[config.mk]
export PLATFORM = sky130hd
export DESIGN_NAME = mdc_ctrl
export DESIGN_NICKNAME = d
export VERILOG_FILES = /design/src/rtl/mdc_pkg.sv /design/src/rtl/mdc_ctrl.sv
export SDC_FILE = /design/constraint.sdc
export NUM_CORES = 1
export LEC_CHECK = 0
export CAP_MARGIN = 10
export CORE_MARGIN = 2
export CORE_UTILIZATION = 39
export DETAILED_ROUTE_END_ITERATION = 12
export HOLD_SLACK_MARGIN = 0.05
export PLACE_DENSITY = 0.88
export SYNTH_ARGS = -nofsm -noshare
export SYNTH_HDL_FRONTEND = slang
export SYNTH_SLANG_ARGS = --single-unit
export TNS_END_PERCENT = 30
[constraint.sdc]
create_clock -name clk -period 1.7 [get_ports clk]
set_input_delay 0.255 -clock clk [delete_from_list [all_inputs] [get_ports clk]]
set_output_delay 0.255 -clock clk [all_outputs]
set_load 0.02 [all_outputs]
[src/rtl/mdc_pkg.sv]
// Shared types and default widths for the GCD (MDC) subtract-and-compare controller.
package mdc_pkg;

    localparam int DEF_DATA_W = 8;
    localparam int DEF_ITER_W = 8;

    typedef enum logic [1:0] {
        IDLE,
        CALC,
        DONE,
        ERR
    } state_t;

    typedef enum logic [1:0] {
        ERR_NONE,
        ERR_ZERO,
        ERR_TIMEOUT,
        ERR_ABORT
    } err_t;

endpackage

[src/rtl/mdc_ctrl.sv]
// Control FSM for the GCD datapath: drives the load/subtract/capture strobes and
// wraps the computation in a start/busy/done handshake with error reporting.
module mdc_ctrl
    import mdc_pkg::*;
#(
    parameter int DATA_W   = DEF_DATA_W,
    parameter int ITER_W   = DEF_ITER_W,
    parameter int MAX_ITER = 255
) (
    input  logic              clk,
    input  logic              rst_n,
    input  logic              start,
    input  logic              abort,
    input  logic [DATA_W-1:0] dtx_i,
    input  logic [DATA_W-1:0] dty_i,
    input  logic              x_d_y,
    input  logic              x_l_y,
    output logic              enb_x,
    output logic              sel_x,
    output logic              enb_y,
    output logic              sel_y,
    output logic              enb_o,
    output logic              busy,
    output logic              done,
    output logic              err,
    output logic [1:0]        err_code,
    output logic [ITER_W-1:0] iter_cnt
);

    localparam logic [ITER_W-1:0] ITER_LIMIT = ITER_W'(MAX_ITER);

    state_t            state, state_n;
    err_t              code_q, code_n;
    logic [ITER_W-1:0] cnt_n;

    assign err_code = code_q;

    always_comb begin
        // NOTE: every combinational output gets a default first so no path leaves it unassigned (no latch).
        state_n = state;
        code_n  = code_q;
        cnt_n   = iter_cnt;
        enb_x   = 1'b0;
        sel_x   = 1'b0;
        enb_y   = 1'b0;
        sel_y   = 1'b0;
        enb_o   = 1'b0;

        case (state)
            IDLE: begin
                if (start) begin
                    cnt_n = '0;
                    if (dtx_i != '0 && dty_i != '0) begin
                        // Operands are loaded into the datapath at the same edge that enters CALC.
                        enb_x   = 1'b1;
                        enb_y   = 1'b1;
                        code_n  = ERR_NONE;
                        state_n = CALC;
                    end else begin
                        code_n  = ERR_ZERO;
                        state_n = ERR;
                    end
                end
            end
            CALC: begin
                if (abort) begin
                    code_n  = ERR_ABORT;
                    state_n = ERR;
                end else if (!x_d_y) begin
                    enb_o   = 1'b1;
                    state_n = DONE;
                end else if (iter_cnt == ITER_LIMIT) begin
                    code_n  = ERR_TIMEOUT;
                    state_n = ERR;
                end else if (x_l_y) begin
                    enb_y = 1'b1;
                    sel_y = 1'b1;
                    cnt_n = iter_cnt + 1'b1;
                end else begin
                    enb_x = 1'b1;
                    sel_x = 1'b1;
                    cnt_n = iter_cnt + 1'b1;
                end
            end
            DONE:    state_n = IDLE;
            ERR:     state_n = IDLE;
            default: state_n = IDLE;
        endcase
    end

    // Handshake outputs are registered from the next state so they line up with the state they describe.
    always_ff @(posedge clk or negedge rst_n) begin
        if (!rst_n) begin
            state    <= IDLE;
            code_q   <= ERR_NONE;
            iter_cnt <= '0;
            busy     <= 1'b0;
            done     <= 1'b0;
            err      <= 1'b0;
        end else begin
            // NOTE: sequential state uses non-blocking assignments so all registers update from pre-edge values.
            state    <= state_n;
            code_q   <= code_n;
            iter_cnt <= cnt_n;
            busy     <= (state_n != IDLE);
            done     <= (state_n == DONE) || (state_n == ERR);
            err      <= (state_n == ERR);
        end
    end

endmodule

==> impl_metrics.csv, run 1 <==
group,metric,value,unit
layout,design.final.nets,179,
clocking,total_number_of_clock_tree_sinks,14,
floorplan,placeableCoreArea,1960,sq um
floorplan,initial_core_util,41.1,%
critical_path,cp-endpoint,"enb_y",
pwr,switching_power,800,uW
synthesis,ys_seq_area_share,43.5,%
critical_path,timing.critical_path.slowest_stage_cell,"sky130_fd_sc_hd__clkdlybuf4s50_1",
global_routing,global_route.overflow_total,0,
timing,report.final.setup_viol,2,
layout,insertedDiodeCount,0,
critical_path,critical_path_class,"in2out",
timing,finalClockSkew,7.54,ps
routing,highest_layer,"met4",
routing,first_iter_violations,37,
synthesis,synth_area_leaders,"sky130_fd_sc_hd__dfrtp_1 (43%), sky130_fd_sc_hd__nand3_1 (5.6%), sky130_fd_sc_hd__a31oi_1 (4.7%), sky130_fd_sc_hd__nand2_1 (4.2%), sky130_fd_sc_hd__nor2_1 (3.7%)",
floorplan,ios,40,
layout,fin_util,75.4,%
clocking,clk_pin_slew_worst_paths,100,ps
critical_path,r2r-start,"iter_cnt[0]",
global_routing,grt_antenna_before_repair,0,
clocking,insertion_delay,300,ps
critical_path,critical_path_peak_fanout,3,
global_routing,largest_net_degree_at_the_start_of_global_routing,15,
synthesis,netlist.area_leader.share,43.5,%
placed_design,replace_congestion,0.812,
placed_design,final_hpwl_from_detailed_placement,2.19,mm
clocking,ctsLongestPathBuffers,2,
pwr,comb_power_share,59.5,%
timing,final.hold.worst_slack,244,ps
critical_path,timing.rr.end,"iter_cnt[7]",
synthesis,synth-edff-count,0,
critical_path,end_kind,"primary output",
critical_path,path_buf_inv,2,
routing,routed-via-count,1044,
critical_path,ff2ff_setup_slack,50,ps
global_routing,global_routing_usage_summed_across_all_routing_layers,26.4,%
routing,detailroute.wirelength.met3,192,microns
timing,max_freq,578,MHz
pwr,powerDensity,1290,nW/um^2
hold_path,min-delay-path-class,"in2async",
global_routing,number_of_global_route_vias_before_repair,1037,
synthesis,ys_seq_elements,14,
routing,route.detailed.wl_per_inst,17.8,microns
pwr,netSwitchingFraction,41.9,%
timing,finalWorstPathRequiredPeriod,1730,ps
synthesis,synth_area_leader_cell,"sky130_fd_sc_hd__dfrtp_1",
timing,final.period_utilization,102,%
run_status,status,"complete, but fails checks",
pwr,p_leak,0.000757,uW
routing,wirelength,3.24,mm
global_routing,wire_length_of_the_first_global_routing_pass,4.87,mm
routing,routed_via_density,5.74,
synthesis,ys_async_sr_fraction,100,%
placed_design,port_buffers,39,
timing,timing_hold_violations_final,0,
critical_path,worst_path_largest_cell_delay,420,ps
synthesis,synth_cell_types,33,
run_status,failing_checks,"setup timing",
critical_path,timing.critical_path.cells,"clkdlybuf4s50_1 -> nor4_1 -> nand2_1 -> nand2_2 -> o22ai_1 -> buf_2",
timing,timing.max_slew.rel_slack,78.3,%
layout,drive_gt1_share,29.7,%
pwr,ir_drop,0.000921,V
synthesis,synth_area,806,sq um
timing,post-route-worst-setup-slack,-31.4,ps
floorplan,die_area,2450,sq um
timing,setup_total_negative_slack,-51.2,ps
timing,final-max-slew-violation-count,0,
routing,routed-wl-met2,1.72,mm
pwr,pwr-share-clk,13.7,%
clocking,number_of_levels_in_the_clock_h_tree,1,
layout,area_growth,83.5,%
critical_path,timing.critical_path.from,"dty_i[1]",
clocking,clock_tree.root_cell,"sky130_fd_sc_hd__clkbuf_4",
critical_path,crit_path_start_kind,"input port",
routing,drtAntennaViolNets,0,
pwr,seq_power_share,26.9,%
synthesis,postSynthNetCount,112,
floorplan,chipWidth,49.5,microns
routing,routedLengthMet1,1.17,mm
synthesis,total_of_warnings_raised_by_yosys,0,
floorplan,floorplan.rows,16,
synthesis,syn_avg_cell_area,9.05,sq um
timing,setup_repair_after_global_routing_missed_its_margin,"yes",
synthesis,syn-instance-count,89,
synthesis,synth-main-ff-cell,"sky130_fd_sc_hd__dfrtp_1",
critical_path,instance_count_on_the_critical_path,6,
routing,drt_pass1_iterations,5,
timing,worstMarginPinSlew,321,ps
critical_path,worstPathArrival,1480,ps
critical_path,timing.critical_path.max_delay_family,"buffers and inverters",
run,max-cap-violations,0,
clocking,cts_made_buffers,3,
floorplan,dieHeight,49.5,microns
pwr,internal-power,1110,uW
clocking,cts_tree,"yes",
critical_path,required,1440,ps
critical_path,worst_r2r_path_depth,6,
routing,detail_route.drc_violations,0,
cell usage after synthesis (2+ instances only):
| master | n |
|---|---|
| sky130_fd_sc_hd__inv_1 | 3 |
| sky130_fd_sc_hd__nor2_1 | 8 |
| sky130_fd_sc_hd__a21o_1 | 3 |
| sky130_fd_sc_hd__nor4_1 | 4 |
| sky130_fd_sc_hd__and3_1 | 2 |
| sky130_fd_sc_hd__o21ai_0 | 4 |
| sky130_fd_sc_hd__a21oi_1 | 2 |
| sky130_fd_sc_hd__nand2_1 | 9 |
| sky130_fd_sc_hd__o22ai_1 | 2 |
| sky130_fd_sc_hd__dfrtp_1 | 14 |
| sky130_fd_sc_hd__a31oi_1 | 6 |
| sky130_fd_sc_hd__nand3_1 | 9 |
| sky130_fd_sc_hd__nor3b_1 | 2 |
| sky130_fd_sc_hd__nor3_1 | 2 |
worst min path at each step:
stage,startpoint,to,slack [ps],cells past startpoint
6_report,rst_n,state[0],240,2
3_3_place_gp,err_code[1],err_code[1],470,1
3_5_place_dp,err_code[1],err_code[1],510,1
4_1_cts,rst_n,busy,270,2
5_1_grt,rst_n,state[0],270,2
2_1_floorplan,rst_n,busy,-40,0
state kept, by name, summed over array words and instances (netlist names):
signal	cells
busy	1
done	1
err	1
err_code	2
iter_cnt	8
state	1
through the flow:
stage          setup slack [ps]  cells  total power [uW]  instance area [sq um]
2_1_floorplan              50.0     89              1050                    806
3_3_place_gp               -396    178              1600                   1410
3_5_place_dp               -446    178              1640                   1410
4_1_cts                   -24.2    182              1860                   1450
5_1_grt                   -75.9    182              2010                   1480
6_report                  -31.4    182              1910                   1480
area by class of cell:
cell class | instances | area, sq um
inverter | 3 | 11.3
fill | 156 | 483
timing repair buffer | 63 | 571
clock buffer | 4 | 36.3
sequential | 14 | 350
multi-input combinational | 71 | 477
tap | 27 | 33.8
routing by layer:
metal  track usage [%]  vias up
met5                 0        -
met4              13.0        0
met3              2.42       14
met2              50.2       56
met1              29.0      502
li1                  -      472
placed cells by master, fill, tap and decap left out, types with 2 or more instances in the layout:
| cell type | count |
|---|---|
| sky130_fd_sc_hd__a21o_1 | 3 |
| sky130_fd_sc_hd__a21oi_1 | 2 |
| sky130_fd_sc_hd__a31oi_1 | 6 |
| sky130_fd_sc_hd__and3_1 | 2 |
| sky130_fd_sc_hd__buf_2 | 3 |
| sky130_fd_sc_hd__buf_4 | 24 |
| sky130_fd_sc_hd__clkbuf_4 | 3 |
| sky130_fd_sc_hd__clkdlybuf4s50_1 | 25 |
| sky130_fd_sc_hd__dfrtp_1 | 14 |
| sky130_fd_sc_hd__dlymetal6s2s_1 | 8 |
| sky130_fd_sc_hd__inv_1 | 3 |
| sky130_fd_sc_hd__nand2_1 | 7 |
| sky130_fd_sc_hd__nand2_2 | 3 |
| sky130_fd_sc_hd__nand3_1 | 8 |
| sky130_fd_sc_hd__nor2_1 | 8 |
| sky130_fd_sc_hd__nor3_1 | 2 |
| sky130_fd_sc_hd__nor3b_1 | 2 |
| sky130_fd_sc_hd__nor4_2 | 3 |
| sky130_fd_sc_hd__o21ai_0 | 4 |
power by group through the flow:
| stage | registers, uW | logic (uW) | clock network [uW] |
|---|---|---|---|
| after floorplan | 674 | 378 | 0 |
| after global placement | 509 | 1090 | 0 |
| after detailed placement | 516 | 1130 | 0 |
| after CTS | 511 | 1100 | 248 |
| after global routing | 526 | 1220 | 273 |
| final | 513 | 1140 | 261 |
cell families after synthesis:
kind of cell             Yosys count  synth area share, %
AO/OA/AOI/OAI                     27                 23.9
adder cells (fa/ha/maj)            1                 1.55
buffers and inverters              4                 2.02
flip-flops                        14                 43.5
AND/OR/NAND/NOR                   43                 29.0
what timing repair did:
| action | CTS | global route |
|---|---|---|
| pin swaps | 0 | 7 |
| hold buffers | 0 | 0 |
| resized for setup | 21 | 18 |
| buffers inserted | 0 | 0 |
| endpoints found under the setup margin | 6 | 10 |
Note: power is estimated with default switching activity, not from simulation.
==> inputs of run 2 (changes only) <==
CTS_CLUSTER_DIAMETER = 40   (was unset)
==> results of run 2 <==
The final DEF is identical to that of run 1; final timing and power are the same.
==> inputs of run 3 (changes only) <==
SLEW_MARGIN = 20   (was unset)
==> results of run 3 <==
The final DEF is identical to that of run 1; final timing and power are the same.
